`config.mk`:
```
export PLATFORM = sky130hd
export DESIGN_NAME = serial_adder_sub
export DESIGN_NICKNAME = d
export VERILOG_FILES = /design/src/rtl/serial_adder_sub.sv
export SDC_FILE = /design/constraint.sdc
export NUM_CORES = 1
export LEC_CHECK = 0
export CORE_ASPECT_RATIO = 1.4
export CORE_MARGIN = 2
export CORE_UTILIZATION = 45
export DETAILED_ROUTE_END_ITERATION = 16
export HOLD_SLACK_MARGIN = 0.05
export PLACE_DENSITY = 0.78
export SYNTH_ARGS = -nofsm -noshare
export SYNTH_HDL_FRONTEND = slang
export SYNTH_SLANG_ARGS = --single-unit
```
`constraint.sdc`:
```
create_clock -name clk -period 2.1 [get_ports clk]
set_input_delay 0.315 -clock clk [delete_from_list [all_inputs] [get_ports clk]]
set_output_delay 0.315 -clock clk [all_outputs]
set_load 0.05 [all_outputs]
```
`src/rtl/serial_adder_sub.sv`:
```
// serial_adder_sub: multi-cycle add/sub, BITS_PER_CYCLE bits per clock, LSB first.
// Ports: clk, rst_n (sync, active low), start/sub/a/b/cin in; busy/done/sum/cout out.
// Optional: define SERIAL_ADD_SUB_OVF_EN to add the ovf (signed overflow) output.

module fa_slice (
  input  logic a,
  input  logic b,
  input  logic ci,
  output logic s,
  output logic co
);
  assign s  = a ^ b ^ ci;
  assign co = (a & b) | (ci & (a ^ b));
endmodule

module serial_adder_sub #(
  parameter int WIDTH          = 8,
  parameter int BITS_PER_CYCLE = 1
) (
  input  logic             clk,
  input  logic             rst_n,
  input  logic             start,
  input  logic             sub,
  input  logic [WIDTH-1:0] a,
  input  logic [WIDTH-1:0] b,
  input  logic             cin,
  output logic             busy,
  output logic             done,
  output logic [WIDTH-1:0] sum,
  output logic             cout
`ifdef SERIAL_ADD_SUB_OVF_EN
  ,
  output logic             ovf
`endif
);

  localparam int BPC = BITS_PER_CYCLE;
  localparam int N   = WIDTH / BPC;
  localparam int CW  = (N > 1) ? $clog2(N) : 1;

  if (WIDTH < 1 || BPC < 1 || (WIDTH % BPC) != 0) begin : g_bad_cfg
    $error("serial_adder_sub: WIDTH must be a positive multiple of BITS_PER_CYCLE");
  end

  typedef enum logic [1:0] {
    IDLE = 2'd0,
    RUN  = 2'd1,
    DONE = 2'd2
  } state_t;

  state_t state, state_n;

  logic [WIDTH-1:0] a_sh;
  logic [WIDTH-1:0] b_sh;
  logic [WIDTH-1:0] sh_nxt;
  logic             carry;
  logic [CW-1:0]    cnt;
  logic             last;
  logic [BPC:0]     c;
  logic [BPC-1:0]   r;

  assign last = (cnt == CW'(N - 1));
  assign busy = (state == RUN);
  assign done = (state == DONE);

  assign c[0] = carry;

  for (genvar gi = 0; gi < BPC; gi++) begin : g_chain
    fa_slice u_fa (
      .a  (a_sh[gi]),
      .b  (b_sh[gi]),
      .ci (c[gi]),
      .s  (r[gi]),
      .co (c[gi+1])
    );
  end

  // acc holds the slices already produced; the current slice
  // lands on top, so sh_nxt on the last edge is the full result.
  if (N > 1) begin : g_acc
    logic [WIDTH-BPC-1:0] acc;

    always_ff @(posedge clk) begin
      if (!rst_n) begin
        acc <= '0;
      end else if (state == RUN) begin
        acc <= sh_nxt[WIDTH-1:BPC];
      end
    end

    assign sh_nxt = {r, acc};
  end else begin : g_noacc
    assign sh_nxt = r;
  end

  always_ff @(posedge clk) begin
    if (!rst_n) begin
      state <= IDLE;
    end else begin
      state <= state_n;
    end
  end

  always_comb begin
    state_n = state;
    unique case (state)
      IDLE:    if (start) state_n = RUN;
      RUN:     if (last) state_n = DONE;
      DONE:    state_n = IDLE;
      default: state_n = IDLE;
    endcase
  end

  always_ff @(posedge clk) begin
    if (!rst_n) begin
      a_sh  <= '0;
      b_sh  <= '0;
      carry <= 1'b0;
      cnt   <= '0;
      sum   <= '0;
      cout  <= 1'b0;
`ifdef SERIAL_ADD_SUB_OVF_EN
      ovf   <= 1'b0;
`endif
    end else begin
      unique case (state)
        IDLE: begin
          if (start) begin
            a_sh  <= a;
            // subtract as a + ~b + 1
            b_sh  <= sub ? ~b : b;
            carry <= sub ? 1'b1 : cin;
            cnt   <= '0;
          end
        end
        RUN: begin
          a_sh  <= a_sh >> BPC;
          b_sh  <= b_sh >> BPC;
          carry <= c[BPC];
          cnt   <= cnt + CW'(1);
          if (last) begin
            sum  <= sh_nxt;
            cout <= c[BPC];
`ifdef SERIAL_ADD_SUB_OVF_EN
            ovf  <= c[BPC] ^ c[BPC-1];
`endif
          end
        end
        default: ;
      endcase
    end
  end

endmodule

```
======== Word-level counts from Yosys, hierarchy flattened ========
Index checks and enable logic that the tools add are counted.
storage, ports and cells
  output and inout bits ................... 11
  input bits .............................. 21
  flip-flop bits (word level) ............. 38
  word-level logic and storage cells ...... 38
operators by class
  equality and inequality tests ........... 5
  multiplexer cells ....................... 13
  bitwise logic cells ..................... 6
  add/sub/neg operators ................... 1
  reduce and logical (&&, ||, !) cells .... 5
operator list
  kind                 number
  $pmux 8 s2           2
  $mux 8               3
  $not 8->8            1
  $pmux 3 s2           1
  $reduce_and 2->1     3
  $mux 2               2
  $pmux 2 s2           1
  $add 3x1->3 const B  1
  $eq 3x3->1 const B   1
  $mux 3               1
  $and 1x1->1          2
  $eq 2x1->1 const B   1
  $eq 2x2->1 const B   1
  $logic_not 2->1      1
  $mux 1               2
  $ne 2x1->1 const B   1
  $ne 2x2->1 const B   1
  $pmux 1 s2           1
  $reduce_bool 2->1    1
  $xor 1x1->1          2
  $or 1x1->1           1

======== Logic depth before layout (Yosys ltp) ========
  depth after elaboration ................. 4
  mapped depth ............................ 6
  depth with buffers taken out ............ 5

======== Hierarchy ========
A second synthesis with hierarchy kept.
unflattened totals
  cells, all modules ...................... 184
  area total of the unflattened synthesis .. 1666.6 µm²
modules (own cells, without submodules)
  module            area an instance (µm²)  seq. area each (µm²)  cells each  times used
  serial_adder_sub  1646.6                  760.7                 183         1
  fa_slice          20.0                    0.0                   1           1

======== Worst setup path before layout ========
Ideal clock, no wire load.
  path type ............................... register -> output
  start point ............................. register state[0]
  end point ............................... output done
  setup slack ............................. 495 ps
  cell stages (with the launch flop) ...... 4
  data required time ...................... 1785 ps
  arrival time ............................ 1290 ps
  path buffers ............................ 2
  cells stage by stage .................... dfxtp_1 -> buf_6 -> buf_4 -> nor2b_1
between the ends
  cells in the longest elaborated chain, start to end .. 1
RTL lines
  what                    line  source
  from (decl)             51    state_t state, state_n;
  from (signal assigned)  100   state <= state_n;
  $eq 2x2->1              64    assign done = (state == DONE);
  to (decl)               28    output logic done,
Every way passes these cells.

======== Worst setup path after layout ========
  start point ............................. register state[0]
  end point ............................... output busy
between the ends
  cells in the longest elaborated chain, start to end .. 1
RTL lines
  what        line  source
  $eq 2x1->1  63    assign busy = (state == RUN);
  to (decl)   27    output logic busy,
Every way passes these cells.

==> reports/metrics.sh <==
STATUS='finished, final reports clean'
FINAL.SETUP.TNS_PS=0
SYNTH_CELL_TYPES=31
SYNTHESIS.YOSYS.WARNINGS=0
SYNTH_AREA_LEADERS='dfxtp_1, nand2_1, a21boi_1'
TOTAL_LEAKAGE_POWER_nW=0.838
ROUTEDWLPERCELL_UM=12.6
COUNT_OF_FLIP_FLOPS_WITH_A_BUILT_IN_ENABLE_AFTER_SYNTHESIS=0
ENDPOINT_KIND='output pin'
FINAL_CELLS=252
VIAS_PER_CELL=5.41
DPL_CELLS=244
DRT_FIRST_ITER_VIOLATIONS=26
SYNTH_TOP_AREA_CELL='dfxtp_1'
AREA_USED_BY_MULTI_INPUT_COMBINATIONAL_LOGIC_SQ_UM=841
HOLD-WORST-SLACK_PS=454
GRT_OVERFLOW=0
SYN_TO_FINAL_GROWTH_PCT=25.7
SETUP_VIOLS_FINAL=0
CLOCK-SKEW-FINAL_PS=7.33
DPL.HPWL_MM=2.30
FINAL_NET_COUNT=233
ASYNCSETRESETFLOPFRACSYNTH=0
SYNTH_SEQ_CELLS=38
GROUTE.USAGE.OVERALL=0.164
INITIAL_UTILIZATION=0.465
SYN_AREA_PER_CELL_SQ_UM=9.42
WORST-ENDPOINT-REQUIRED_PS=1780
NUMBER_OF_GLOBAL_ROUTE_VIAS_BEFORE_REPAIR=1308
WORST_SLEW_MARGIN_REL=0.470
SYNTH-SEQ-AREA-SHARE=0.449
POST-ROUTE-MIN-PERIOD_PS=1800
NUM_IO_PINS=32
GRT_START_MAX_NET_PINS=17
PORT_BUFFERS=31
REGAREA_SQ_UM=761
FMAX_MHz=556
CHIPWIDTH_UM=55.9
CRITICAL_PATH.MAX_FANOUT=14
TIMING_WORST_SLEW_PIN_VALUE_PS=794
NETLIST_AREA_SQ_UM=1700
MAX_CAP_VIOL_COUNT=0
DRCVIOLATIONCOUNT=0
FINISH.INSTANCE_AREA_SQ_UM=2130
POST-CTS-SETUP-BUFFERS=0
VDD_DROP_MAX_mV=0.921
GLOBALPLACE.CONGESTION=0.754
FLOORPLAN.ROWS=26
HTREE_NUM_LEVELS=2
FIRSTDRTPASSITERS=4
NETLIST_INSTANCES=180
NUM_VIAS=1364
WORST-SETUP-PATH-TYPE='reg -> out'
HOLD_BUFFER_COUNT_AT_CTS=0
HOLD_WC_PATH_TYPE='reg -> reg'
SYNTH_COMMON_CELLS='dfxtp_1, nand2_1, nand3_1'
DIE-HEIGHT_UM=76.6
GRT_ANTENNA_BEFORE_REPAIR=0
PLACEDINSTANCEAREA_SQ_UM=2020
CTS_NUM_SINKS=38
WIRE_LENGTH_OF_THE_FIRST_GLOBAL_ROUTING_PASS_MM=5.60
WL_MM=3.17
CORE-AREA_SQ_UM=3640
SYN_NETS=204
DIE-AREA_SQ_UM=4280
N_FILL_CELL=342
SLEW_VIOL_FINAL=0
NUMCTSBUFFERS=5
LAYOUT_SETUP_WS_PS=302
PRIMARY_FF_MASTER_SYNTH='dfxtp_1'
CP-START-KIND='register'
FINAL-HOLD-VIOLATION-COUNT=0
CTS_TREE='yes'
DIODES=0
PLACEMENT.SETUP.WORST_SLACK_PS=286
MIN_PERIOD_OVER_PERIOD=0.856
YOSYS.AREA.TOP_TYPE_SHARE=0.449
SETUP_REPAIR_AFTER_GLOBAL_ROUTING_MISSED_ITS_MARGIN='false'
GATES_RESIZED_CTS_REPAIR=0
CP.ARRIVAL_PS=1480
CTSROOTBUFFERMASTER='clkbuf_8'
CTSLONGESTPATHBUFFERS=2
WORST_SKEW_PAIR.LATE_LATENCY_PS=290
POWER_PER_STANDARD_CELL_AREA_nW_PER_UM2=746
PATH_CLK_SLEW_PS=80
DRT.ANTENNA.VIOLATING_NETS=0
DRIVE_GT1_FRAC=0.0905
==> critical path, cell delays in order (launching register included) <==
cell and delay (ps):
dfxtp_1 580, nand2b_4 190, inv_2 240, buf_12 170
==> area by class of cell <==
cell class | count | area share
inverters | 1 | 0.00176
clock buffers | 6 | 0.0341
well taps | 42 | 0.0247
multi-input cells | 126 | 0.395
clock inverters | 2 | 0.0176
flip-flops and latches | 38 | 0.357
repair buffers | 37 | 0.170
==> registers in the layout, indices dropped and copies added, names as in the netlist <==
name,cells
a_sh,8
state,2
cnt,3
cout,1
carry,1
b_sh,8
sum,8
g_acc.acc,7
==> cell families (layout without fill, tap and decap cells) <==
logic type                 after synthesis  count (layout)  share of synthesized area
AOI/OAI and AO/OA                       40              40                      0.197
xor gates and xnor gates                 8               8                     0.0413
adders and majority gates                3               3                     0.0266
buffers and inverters                   16              46                     0.0553
DFF                                     38              38                      0.449
muxes                                    7               7                     0.0413
and+or+nand+nor                         68              68                      0.190
==> per-stage QoR <==
| stage | util | total power [W] |
|---|---|---|
| 2_1_floorplan | - | 0.000934 |
| 3_3_place_gp | 0.555 | 0.000994 |
| 3_5_place_dp | 0.555 | 0.00100 |
| 4_1_cts | 0.585 | 0.00161 |
| 5_1_grt | 0.585 | 0.00167 |
| 6_report | 0.585 | 0.00159 |
==> power breakdown <==
group          leakage [nW]  switching [W]  internal [W]
Combinational         0.477      0.0000955      0.000106
Sequential            0.310      0.0000246      0.000755
Clock                0.0514       0.000254      0.000354
==> worst paths after layout <==
kind	start	to	cells after the start	slack (ps)
max	state[0]	busy	3	300
min	sum[6]	sum[6]	2	450
max reg2reg	state[0]	a_sh[2]	3	540
min reg2reg	sum[6]	sum[6]	2	450
==> layout by cell type, fill, tap and decap left out, types with 2 or more instances in the layout <==
cell,Yosys,layout
nand2_1,38,38
dfxtp_1,38,38
clkdlybuf4s50_1,0,29
nand3_1,17,17
a21boi_1,16,16
o211a_1,8,8
mux2i_1,7,7
xnor2_1,7,7
buf_4,1,7
o221ai_1,6,6
nor2b_1,5,5
clkbuf_8,0,5
a22oi_1,4,4
nand2b_1,3,3
ha_1,2,2
==> layer usage <==
metal  vias to the layer above  global-route usage  routed length (um)
met4                         0              0.0786                  70
met1                       647               0.183                1360
met3                         9              0.0407                 111
met5                         -                   0                   0
li1                        680                   -                   -
met2                        28               0.287                1630
(Power assumes the default switching activity.)
